==> src/rtl/clk_div_pkg.sv <==
// Shared constants and helpers for the clock divider bank.
// Holds the default divisor width, channel limit and index-width function.
package clk_div_pkg;

  localparam int W_DEFAULT = 8;
  localparam int NCH_MAX   = 16;

  // Width of a channel index; never narrower than one bit.
  function automatic int ch_w(input int n);
    return (n <= 1) ? 1 : $clog2(n);
  endfunction

endpackage

==> src/rtl/clk_div_chan.sv <==
// One divider channel: counter, active/pending divisor, registered outputs.
// Ports: clk/rst_n, wr/wr_div write, sync align; clk_out, tick, pending.
module clk_div_chan
  import clk_div_pkg::*;
#(
  parameter int W           = W_DEFAULT,
  parameter int DEFAULT_DIV = 4
) (
  input  logic         clk,
  input  logic         rst_n,
  input  logic         wr,
  input  logic [W-1:0] wr_div,
  input  logic         sync,
  output logic         clk_out,
  output logic         tick,
  output logic         pending
);

  logic [W-1:0] cnt_q, cnt_d;
  logic [W-1:0] div_q, div_d;
  logic [W-1:0] pdiv_q, pdiv_d;
  logic         pend_q, pend_d;
  logic         clk_q, clk_d;
  logic         tick_q, tick_d;
  logic         bnd;
  logic         load;
  logic [W:0]   half;

  always_comb begin
    // div<=1 is a boundary on every edge; a stopped channel
    // therefore picks up a new divisor on the next edge.
    bnd    = (div_q <= W'(1)) || (cnt_q == div_q - W'(1));
    load   = sync || bnd;
    cnt_d  = cnt_q + W'(1);
    div_d  = div_q;
    pdiv_d = pdiv_q;
    pend_d = pend_q;
    if (load) begin
      cnt_d  = '0;
      pend_d = 1'b0;
      if (wr) begin
        div_d = wr_div;
      end else if (pend_q) begin
        div_d = pdiv_q;
      end
    end else if (wr) begin
      pdiv_d = wr_div;
      pend_d = 1'b1;
    end
    // Outputs follow next state so the flops carry the
    // waveform itself; odd divisors get the extra high cycle.
    half   = ({1'b0, div_d} + (W+1)'(1)) >> 1;
    clk_d  = (div_d != '0) && ({1'b0, cnt_d} < half);
    tick_d = (div_d != '0) && (cnt_d == '0);
  end

  always_ff @(posedge clk or negedge rst_n) begin
    if (!rst_n) begin
      cnt_q  <= '0;
      div_q  <= W'(DEFAULT_DIV);
      pdiv_q <= '0;
      pend_q <= 1'b0;
      clk_q  <= (DEFAULT_DIV != 0);
      tick_q <= (DEFAULT_DIV != 0);
    end else begin
      cnt_q  <= cnt_d;
      div_q  <= div_d;
      pdiv_q <= pdiv_d;
      pend_q <= pend_d;
      clk_q  <= clk_d;
      tick_q <= tick_d;
    end
  end

  assign clk_out = clk_q;
  assign tick    = tick_q;
  assign pending = pend_q;

endmodule

==> src/rtl/clk_div_bank.sv <==
// Bank of NCH independent clock dividers sharing one clock and sync pulse.
// Ports: CLK/rst_n, wr_en/wr_ch/wr_div, sync; clk_out, tick, pending.
module clk_div_bank
  import clk_div_pkg::*;
#(
  parameter int NCH         = 4,
  parameter int W           = W_DEFAULT,
  parameter int DEFAULT_DIV = 4
) (
  input  logic                  CLK,
  input  logic                  rst_n,
  input  logic                  wr_en,
  input  logic [ch_w(NCH)-1:0]  wr_ch,
  input  logic [W-1:0]          wr_div,
  input  logic                  sync,
  output logic [NCH-1:0]        clk_out,
  output logic [NCH-1:0]        tick,
  output logic [NCH-1:0]        pending
);

  localparam int CW = ch_w(NCH);

  logic           wr_ok;
  logic [NCH-1:0] wr_sel;

  // Out-of-range channel numbers select nothing.
  always_comb begin
    wr_ok  = wr_en && ({1'b0, wr_ch} < (CW+1)'(NCH));
    wr_sel = '0;
    for (int i = 0; i < NCH; i++) begin
      if (wr_ok && (wr_ch == CW'(i))) begin
        wr_sel[i] = 1'b1;
      end
    end
  end

  for (genvar g = 0; g < NCH; g++) begin : g_ch
    clk_div_chan #(
      .W           (W),
      .DEFAULT_DIV (DEFAULT_DIV)
    ) u_chan (
      .clk     (CLK),
      .rst_n   (rst_n),
      .wr      (wr_sel[g]),
      .wr_div  (wr_div),
      .sync    (sync),
      .clk_out (clk_out[g]),
      .tick    (tick[g]),
      .pending (pending[g])
    );
  end

endmodule

==> config.mk <==
export PLATFORM = sky130hd
export DESIGN_NAME = clk_div_bank
export DESIGN_NICKNAME = d
export VERILOG_FILES = /design/src/rtl/clk_div_pkg.sv /design/src/rtl/clk_div_chan.sv /design/src/rtl/clk_div_bank.sv
export SDC_FILE = /design/constraint.sdc
export NUM_CORES = 1
export LEC_CHECK = 0
export CAP_MARGIN = 20
export CELL_PAD_IN_SITES_DETAIL_PLACEMENT = 1
export CELL_PAD_IN_SITES_GLOBAL_PLACEMENT = 1
export CORE_MARGIN = 2
export CORE_UTILIZATION = 30
export DETAILED_ROUTE_END_ITERATION = 7
export HOLD_SLACK_MARGIN = 0.06
export PLACE_DENSITY_LB_ADDON = 0.1
export SETUP_SLACK_MARGIN = 0.3
export SLEW_MARGIN = 20
export SYNTH_ARGS = -nofsm -noshare
export SYNTH_HDL_FRONTEND = slang
export SYNTH_SLANG_ARGS = --single-unit
==> constraint.sdc <==
create_clock -name CLK -period 9.6 [get_ports CLK]
set_input_delay 1.92 -clock CLK [delete_from_list [all_inputs] [get_ports CLK]]
set_output_delay 1.92 -clock CLK [all_outputs]
set_load 0.02 [all_outputs]
* After elaboration in Yosys (flattened, before gate mapping)
Index checks and enable logic that the tools add are counted.
Storage, ports and cells: register bits 108, input bits 14, output and inout port bits 12, word-level logic and storage cells 120
Cells by class: add/sub/neg operators 12, magnitude comparators 8, equal/unequal tests 7, multiplexer cells 28, bitwise operators 4, reductions and logical operators 37
Operators with widths (number):
- $mux 8 | 16
- $add 8x1->9 const B | 4
- $add 8x1->8 const B | 4
- $eq 8x8->1 | 4
- $le 8x1->1 const B | 4
- $logic_not 8->1 | 4
- $lt 8x8->1 | 4
- $reduce_bool 8->1 | 4
- $sub 8x1->8 const B | 4
- $logic_and 1x1->1 | 12
- $mux 1 | 12
- $logic_or 1x1->1 | 8
- $reduce_and 2->1 | 4
- $reduce_bool 2->1 | 4
- $eq 2x2->1 const B | 2
- $not 1->1 | 4
- $eq 2x1->1 const B | 1
- $logic_not 2->1 | 1

* Depth between registers and ports, before layout
depth after elaboration 8, gate-level depth with buffers 21, depth with buffers taken out 20

* Modules after synthesis
Synthesis repeated with hierarchy kept, for this count alone.
Second synthesis, totals: cell total of the unflattened synthesis 884, area total of the unflattened synthesis 8140.3 µm²
By module, submodules not included:
- clk_div_chan | instances 4, cells each 220, area each 2025.7 µm², sequential area each 679.4 µm²
- clk_div_bank | instances 1, cells each 4, area each 37.5 µm², sequential area each 0.0 µm²

* Least setup slack after synthesis
Ideal clock, no wire load.
path type input to register, from input port wr_ch[1], to register g_ch[3].u_chan.clk_q, library setup time 99 ps, data arrival time 4940 ps, data required time 9501 ps, path slack 4560 ps, stages on the path 16, buffers on the path 2, cells stage by stage clkbuf_1 and3_1 clkbuf_1 nor2_1 a22oi_1 o31ai_1 a311oi_1 ha_1 inv_1 nor4_4 xnor2_1 ha_1 a21o_1 a21oi_1 nor2b_1 a2111oi_4
Between the ends: cells in the longest elaborated chain, start to end 8, elaborated cells between the ends (all ways) 9, those cells by class add/sub (1); order compare (1); eq/ne (1); mux (3); reduce/logical (3)
RTL lines:
- start: declaration | RTL line clk_div_bank.sv:13 | input logic [ch_w(NCH)-1:0] wr_ch,
- $eq 2x2->1 (*) | RTL line clk_div_bank.sv:31 | if (wr_ok && (wr_ch == CW'(i))) begin
- $logic_and 1x1->1 (*) | RTL line clk_div_bank.sv:31
- $mux 1 (*) | RTL line clk_div_bank.sv:31
- $mux 8 (*) | RTL line clk_div_chan.sv:41 | if (wr) begin
- $mux 8 (*) | RTL line clk_div_chan.sv:38 | if (load) begin
- via g_ch[3].u_chan.div_d[1] | RTL line clk_div_chan.sv:20 | logic [W-1:0] div_q, div_d;
- $add 8x1->9 | RTL line clk_div_chan.sv:52 | half = ({1'b0, div_d} + (W+1)'(1)) >> 1;
- $lt 8x8->1 | RTL line clk_div_chan.sv:53 | clk_d = (div_d != '0) && ({1'b0, cnt_d} < half);
- $logic_and 1x1->1 (*) | RTL line clk_div_chan.sv:53
- via g_ch[3].u_chan.clk_d | RTL line clk_div_chan.sv:23 | logic clk_q, clk_d;
- end signal: assignment | RTL line clk_div_chan.sv:63 | clk_q <= (DEFAULT_DIV != 0);
- end signal: assignment | RTL line clk_div_chan.sv:70 | clk_q <= clk_d;
- end: declaration | RTL line clk_div_chan.sv:23
Mark *: on every way through the listed nets, which the timed path passes. The rest lies on a longest branch. A chain may end at the register's enable or synchronous reset.

* Final worst setup path
Same ends and word-level chain as after synthesis.

==> results.py <==
metrics = {
    "drt": {
        "drtIter0Drc": 269,
        "routed_wl_um": 23400,
        "avgViaCountPerCell": 5.36,
        "wl_per_cell_um": 19.7,
        "detail-route-antenna-nets": 0,
        "vias": 6388,
        "drc": 0,
        "firstDrtPassIters": 4,
    },
    "sta": {
        "hold_ws_ps": 508,
        "clock_skew_ps": 11.3,
        "slew_headroom_pct": 28.2,
        "setup_tns_ps": 0,
        "fin_crit_ps": 5630,
        "fmax_mhz": 178,
        "period_share_pct": 58.6,
        "maxSlewViolCount": 0,
        "worstMarginPinSlew_ps": 1060,
        "hold_viol_final": 0,
        "rsz0062_at_grt": "no",
        "setup_viol": 0,
    },
    "hold_path": {
        "hold_class": "flip-flop to flip-flop",
    },
    "floorplanning": {
        "io_pins": 26,
        "die_h_um": 168,
        "rows": 60,
        "die_area_mm2": 0.0283,
        "die_w_um": 168,
        "start_util_pct": 30.2,
        "core_area_mm2": 0.0267,
    },
    "finish": {
        "layout-drive-gt1-share_pct": 13.6,
        "fill_cells": 3054,
        "diodes": 0,
        "fin_cells": 1191,
        "nNetsFinal": 907,
        "final_core_util_pct": 32.8,
        "synthToLayoutAreaGrowth_pct": 8.47,
    },
    "synthesis": {
        "ys_seq_area_share_pct": 33.6,
        "synth-async-reset-ratio_pct": 100,
        "yosys_warnings": 0,
        "synth.ff_latch_count": 108,
        "synth_top_area_cell": "dfrtp_1",
        "synth_top_cell_area_share_pct": 29.7,
        "synth_edf_count": 0,
        "synthFlopType": "dfrtp_1",
        "synth_fp_nets": 920,
        "synth_cells": 858,
        "syn_area_per_cell_um2": 9.42,
        "synthTopCellsByArea": "dfrtp_1 (30%), ha_1 (7.4%), xnor2_1 (6.0%), mux2_2 (4.5%), dfstp_2 (3.9%)",
        "syn_area_mm2": 0.00808,
        "yosys.cell_types.count": 90,
    },
    "grt": {
        "antenna_found_initial": 0,
        "grt_max_degree": 60,
        "grtUsageTotal_pct": 16.7,
        "overflow": 0,
        "grt_pass1_vias": 6907,
        "grt_pass1_wl_um": 37700,
    },
    "clocking": {
        "cts-root-buf": "clkbuf_16",
        "cts_made_buffers": 9,
        "cts-hold-fix-buffers": 0,
        "cts_tree": "done",
        "htreeDepth": 3,
        "clock-sinks": 108,
        "clk_pin_slew_worst_paths_ps": 70,
        "cts_resized": 0,
        "clock_path_buffers": 2,
        "postCtsSetupBuffers": 0,
        "insertion_delay_ps": 360,
    },
    "run": {
        "maxCapViolations": 0,
    },
    "place": {
        "gp_congestion": 0.815,
        "dp_cells": 1175,
        "dp_hpwl_um": 18100,
        "port_buffers": 25,
    },
    "worst_setup_path": {
        "cp_top_family": "compound AO/OA/AOI/OAI gates",
        "critPathKind": "primary input to flip-flop",
        "critPathArrivalTime_ps": 5890,
        "crit_buf_inv": 2,
        "required_ps": 9860,
        "cp-end-kind": "flip-flop",
        "cpMaxStageDelayCell": "clkdlybuf4s50_1",
        "path_cells": "clkdlybuf4s50_1 > nand3_1 > mux2i_1 > a22oi_1 > o31ai_1 > a311oi_1 > ha_1 > inv_1 > nor4_4 > xnor2_1 > ha_1 > a21o_1 > a21oi_1 > nor2b_1 > a2111oi_4",
        "cp-start-kind": "primary input",
        "cp_slowest_stage_delay_ps": 610,
        "crit_fanout": 10,
        "critPathMostFrequentCell": "ha_1",
    },
    "power": {
        "power_frac_seq_pct": 34.2,
        "irDropWorstVdd_uv": 87.6,
        "internal_power_mw": 1.23,
        "powerDensity_mw_per_mm2": 251,
        "power_frac_clock_pct": 16.9,
        "switching_share_pct": 43.9,
        "power.net_switching_mw": 0.966,
        "combPwrFrac_pct": 48.9,
        "p_leak_nw": 3.67,
    },
    "status": {
        "outcome": "finished clean",
    },
}
[stage by stage]
step / power (mW) / setup WS [ps] / instance area [um2]
final: 2.20 / 3970 / 8770
after global routing: 2.37 / 3650 / 8770
after CTS: 2.22 / 3970 / 8770
after detailed placement: 1.84 / 3620 / 8480
after global placement: 1.81 / 3760 / 8480
after floorplan: 1.56 / 4560 / 8080
[cell usage after synthesis, types with 7 or more instances]
cell type and number:
and3_1 19, ha_1 48, a31oi_1 14, nand3_1 39, clkbuf_1 26, dfstp_2 12, nand2_1 47, o22a_1 7
mux2_2 32, inv_1 38, buf_4 12, o31ai_1 9, xnor2_1 55, a21o_1 8, xor2_1 32, o21ai_0 24
nor3_1 17, nor2_1 84, nand4_1 7, nand2b_1 14, dfrtp_1 96, o21a_1 7, o22ai_1 18, a21oi_1 24
[per-layer routing]
metal  GRT usage, %  wire length, um  vias up
met2           30.1            11800       79
li1               -                -     3081
met5              0                0        -
met3           2.40              623       24
met4           4.35              335        0
met1           20.9            10600     3204
[sequential cells by signal (all words and copies together), names as in the netlist]
register	cells
g_ch.u_chan.cnt_q	32
g_ch.u_chan.div_q	32
g_ch.u_chan.pdiv_q	32
g_ch.u_chan.clk_out	4
g_ch.u_chan.pending	4
g_ch.u_chan.tick	4
[worst register-to-register path, delay by kind of cell, from the launching register on]
| kind | cells | cell delay (ps) |
|---|---|---|
| buffers and inverters | 2 | 210 |
| flip-flops | 1 | 460 |
| AO/OA/AOI/OAI | 9 | 1990 |
| XOR/XNOR | 1 | 170 |
| AND/OR/NAND/NOR | 3 | 1270 |
| adder cells (fa/ha/maj) | 3 | 770 |
[placed cells by master, fill, tap and decap left out, drive strengths merged, types with 19 or more instances in the layout]
master	netlist	routed
dfrtp	96	96
nor2	84	84
xnor2	55	55
ha	48	48
nand2	47	47
inv	40	40
nand3	39	39
xor2	32	32
mux2	32	32
o21ai	31	31
a21oi	29	29
clkdlybuf4s50	0	24
and3	20	20
o22ai	20	20
nor3	19	19
[logic make-up after synthesis]
group | count (synthesis) | synth area share [%]
buffers and inverters | 90 | 5.31
adder cells (fa/ha/maj) | 48 | 7.43
XOR/XNOR | 87 | 9.43
multiplexers | 37 | 5.08
flip-flops | 108 | 33.6
AO/OA/AOI/OAI | 198 | 19.7
AND/OR/NAND/NOR | 290 | 19.4
[cell type report]
class | instances | area, um2 | share of cell area [%]
multi-input cells | 660 | 4930 | 56.3
flip-flops and latches | 108 | 2720 | 31.0
well taps | 341 | 427 | 4.87
clock buffers | 13 | 260 | 2.97
repair buffers | 26 | 255 | 2.91
inverters | 40 | 150 | 1.71
clock inverters | 3 | 21.3 | 0.243
[final timing paths]
kind | slack, ps | endpoint | from | cells after the start
setup / recovery | 3970 | g_ch[3].u_chan.clk_out$_DFF_PN1_ | wr_ch[1] | 15
hold / removal | 510 | g_ch[2].u_chan.pdiv_q[7]$_DFFE_PN0P_ | g_ch[2].u_chan.pdiv_q[7]$_DFFE_PN0P_ | 1
setup reg to reg | 4670 | g_ch[0].u_chan.clk_out$_DFF_PN1_ | g_ch[0].u_chan.div_q[0]$_DFF_PN0_ | 18
hold reg to reg | 510 | g_ch[2].u_chan.pdiv_q[7]$_DFFE_PN0P_ | g_ch[2].u_chan.pdiv_q[7]$_DFFE_PN0P_ | 1
max in group asynchronous | 6730 | g_ch[3].u_chan.cnt_q[2]$_DFF_PN0_ | rst_n | 2
min in group asynchronous | 1650 | g_ch[0].u_chan.cnt_q[2]$_DFF_PN0_ | rst_n | 1
[power by group through the flow]
stage          combinational (mW)  sequential [mW]  clock [mW]
3_5_place_dp                 1.08            0.763           0
2_1_floorplan               0.891            0.673           0
3_3_place_gp                 1.05            0.757           0
6_report                     1.08            0.752       0.371
5_1_grt                      1.19            0.776       0.401
4_1_cts                      1.08            0.754       0.385
(Power assumes the default switching activity.)
==> edit (same settings) <==
Make the reset (`rst_n`) synchronous in one clocked block.
--- a/src/rtl/clk_div_chan.sv
+++ b/src/rtl/clk_div_chan.sv
@@ -54,7 +54,7 @@
     tick_d = (div_d != '0) && (cnt_d == '0);
   end
 
-  always_ff @(posedge clk or negedge rst_n) begin
+  always_ff @(posedge clk) begin
     if (!rst_n) begin
       cnt_q  <= '0;
       div_q  <= W'(DEFAULT_DIV);
Check against the original RTL: differs if rst_n is asserted again (counterexample within 4 cycles, from zero or initial values and one cycle with rst_n low); with rst_n held inactive, the same outputs for 4 cycles.
==> edit against the original RTL <==
Wire length shrank 2.0%. Largest cell class unchanged. Final area shrank 5.0%. Setup slack gained 0.26 ns. Utilization grew 0.36 points. Via count grew 2.7%. Sequential cell count is the same. Synthesized area shrank 5.4%. Highest routed layer unchanged.
Power is not compared: it rests on default switching activity, and its combinational part moved more than twofold at a synthesized area within 25%.
==> edit: results (changes against the original RTL) <==
outcome=finished, final reports clean; filler instances=3035 (-0.62%); Post-synth top cells=sky130_fd_sc_hd__nor2_1, sky130_fd_sc_hd__dfxtp_1, sky130_fd_sc_hd__nand2_1; Iteration-0 DRC Markers=382 (+42%); cell depth of the worst hold path=2 (+1); total number of vias=6558 (+2.7%); multiplexer share of the synthesized area=4.19% (-0.89 points); share of cells above drive strength 1=5.63% (-8.0 points); vias in the first global route=6659 (-3.6%); worst setup path startpoint=sync; destination of the critical timing path=g_ch[0].u_chan.clk_out; Routability Congestion=0.782 (-4.1%); library cells used by synthesis=82 (-8.9%); predominant post-synthesis flop cell=sky130_fd_sc_hd__dfxtp_1; pin slew with the least headroom to its limit=0.768 ns (-0.293 ns); Max Fanout on Critical Path=13 (+3); total nets after synthesis=1006 (+9.3%); total routing resource utilization after global routing=17.8% (+1.1 points); Reg2Reg Depth=20 (+2); pre-CTS setup slack=3.80 ns (+0.175 ns); post-route clock skew=0.0112 ns (-0.0000283 ns); hold path startpoint=g_ch[2].u_chan.pdiv_q[5]; part of the Yosys area used for sequential elements=28.3% (-5.3 points); dpl hpwl=17400 um (-3.9%); achievable frequency=186 MHz (+4.9%); signal arrival time at the worst endpoint=5.65 ns (-0.24 ns); hold worst-path end=g_ch[2].u_chan.pdiv_q[5]; global-route wire length before repair=37300 um (-0.92%); final net count=981 (+8.2%); reg2reg setup slack=5.04 ns (+0.37 ns); cells taking the most area after synthesis=sky130_fd_sc_hd__dfxtp_1, sky130_fd_sc_hd__ha_1, sky130_fd_sc_hd__nor2_1; launching point of the worst reg2reg path=g_ch[0].u_chan.div_q[0]; share of flip-flops with an asynchronous set or reset=0% (-100 points); post-synthesis adder-cell area fraction=7.86% (+0.43 points)
-- edit: cell count changes after synthesis, sizes merged, moves of 7 or more --
cell    delta
dfxtp    +108
nand2      +7
dfstp     -12
and2      +17
dfrtp     -96
nor3      +10
mux2      -32
inv       -11
nor2      +65
xnor2     -16
mux2i     +27
clkbuf    +15
nand2b     -8
xor2      +16
-- edit: kinds of logic (layout without fill, tap and decap cells) --
family,after synthesis,count (layout)
flops,108,108
simple gates,383,383
xor+xnor,87,87
mux,32,32
fa+ha+maj,48,48
buf+inv,95,75
compound gates,191,191
other cells,0,1
-- edit: final cells by class --
type	instances	share of cell area, %
clock buffers	12	3.08
flip-flops and latches	108	26.0
multi-input cells	741	60.8
inverters	29	1.31
well taps	330	4.96
repair buffers	30	3.46
diodes	1	0.0301
clock inverters	4	0.376
-- edit: power breakdown --
part           internal, uW  total, uW  switching (uW)
Combinational          79.9        206             126
Clock                   193        381             188
Sequential              463        484            21.2
Total                   736       1070             335
-- edit: layer usage --
| metal | up-vias | GRT usage, % | part of all wire (%) |
|---|---|---|---|
| met2 | 46 | 27.7 | 44 |
| met5 | - | 0 | 0 |
| met4 | 0 | 3.55 | 1.0 |
| met1 | 3192 | 26.1 | 53 |
| met3 | 15 | 2.49 | 1.8 |
| li1 | 3305 | - | - |
-- edit: per-stage QoR --
step                      total power, uW  std cells  hold slack (ns)  instance area [um^2]
after global placement                703       1238            0.475                  8040
final                                1070       1255            0.499                  8330
after global routing                 1140       1254            0.532                  8320
after CTS                            1090       1254            0.509                  8320
after detailed placement              702       1238            0.491                  8040
after floorplan                       641        944            0.451                  7640
-- edit: worst max-delay path: stages --
cell and delay, ns:
sky130_fd_sc_hd__clkdlybuf4s50_1 0.78, sky130_fd_sc_hd__inv_1 0.29, sky130_fd_sc_hd__o31ai_2 0.20, sky130_fd_sc_hd__inv_1 0.16
sky130_fd_sc_hd__nand2_1 0.33, sky130_fd_sc_hd__nand2_1 0.08, sky130_fd_sc_hd__o21ai_0 0.17, sky130_fd_sc_hd__inv_1 0.08
sky130_fd_sc_hd__ha_1 0.23, sky130_fd_sc_hd__and3_1 0.18, sky130_fd_sc_hd__xnor2_1 0.13, sky130_fd_sc_hd__ha_1 0.31
sky130_fd_sc_hd__a21o_1 0.16, sky130_fd_sc_hd__a21oi_1 0.15, sky130_fd_sc_hd__nor2b_1 0.06, sky130_fd_sc_hd__o21ai_0 0.14
sky130_fd_sc_hd__o41ai_1 0.09, sky130_fd_sc_hd__a41oi_1 0.18
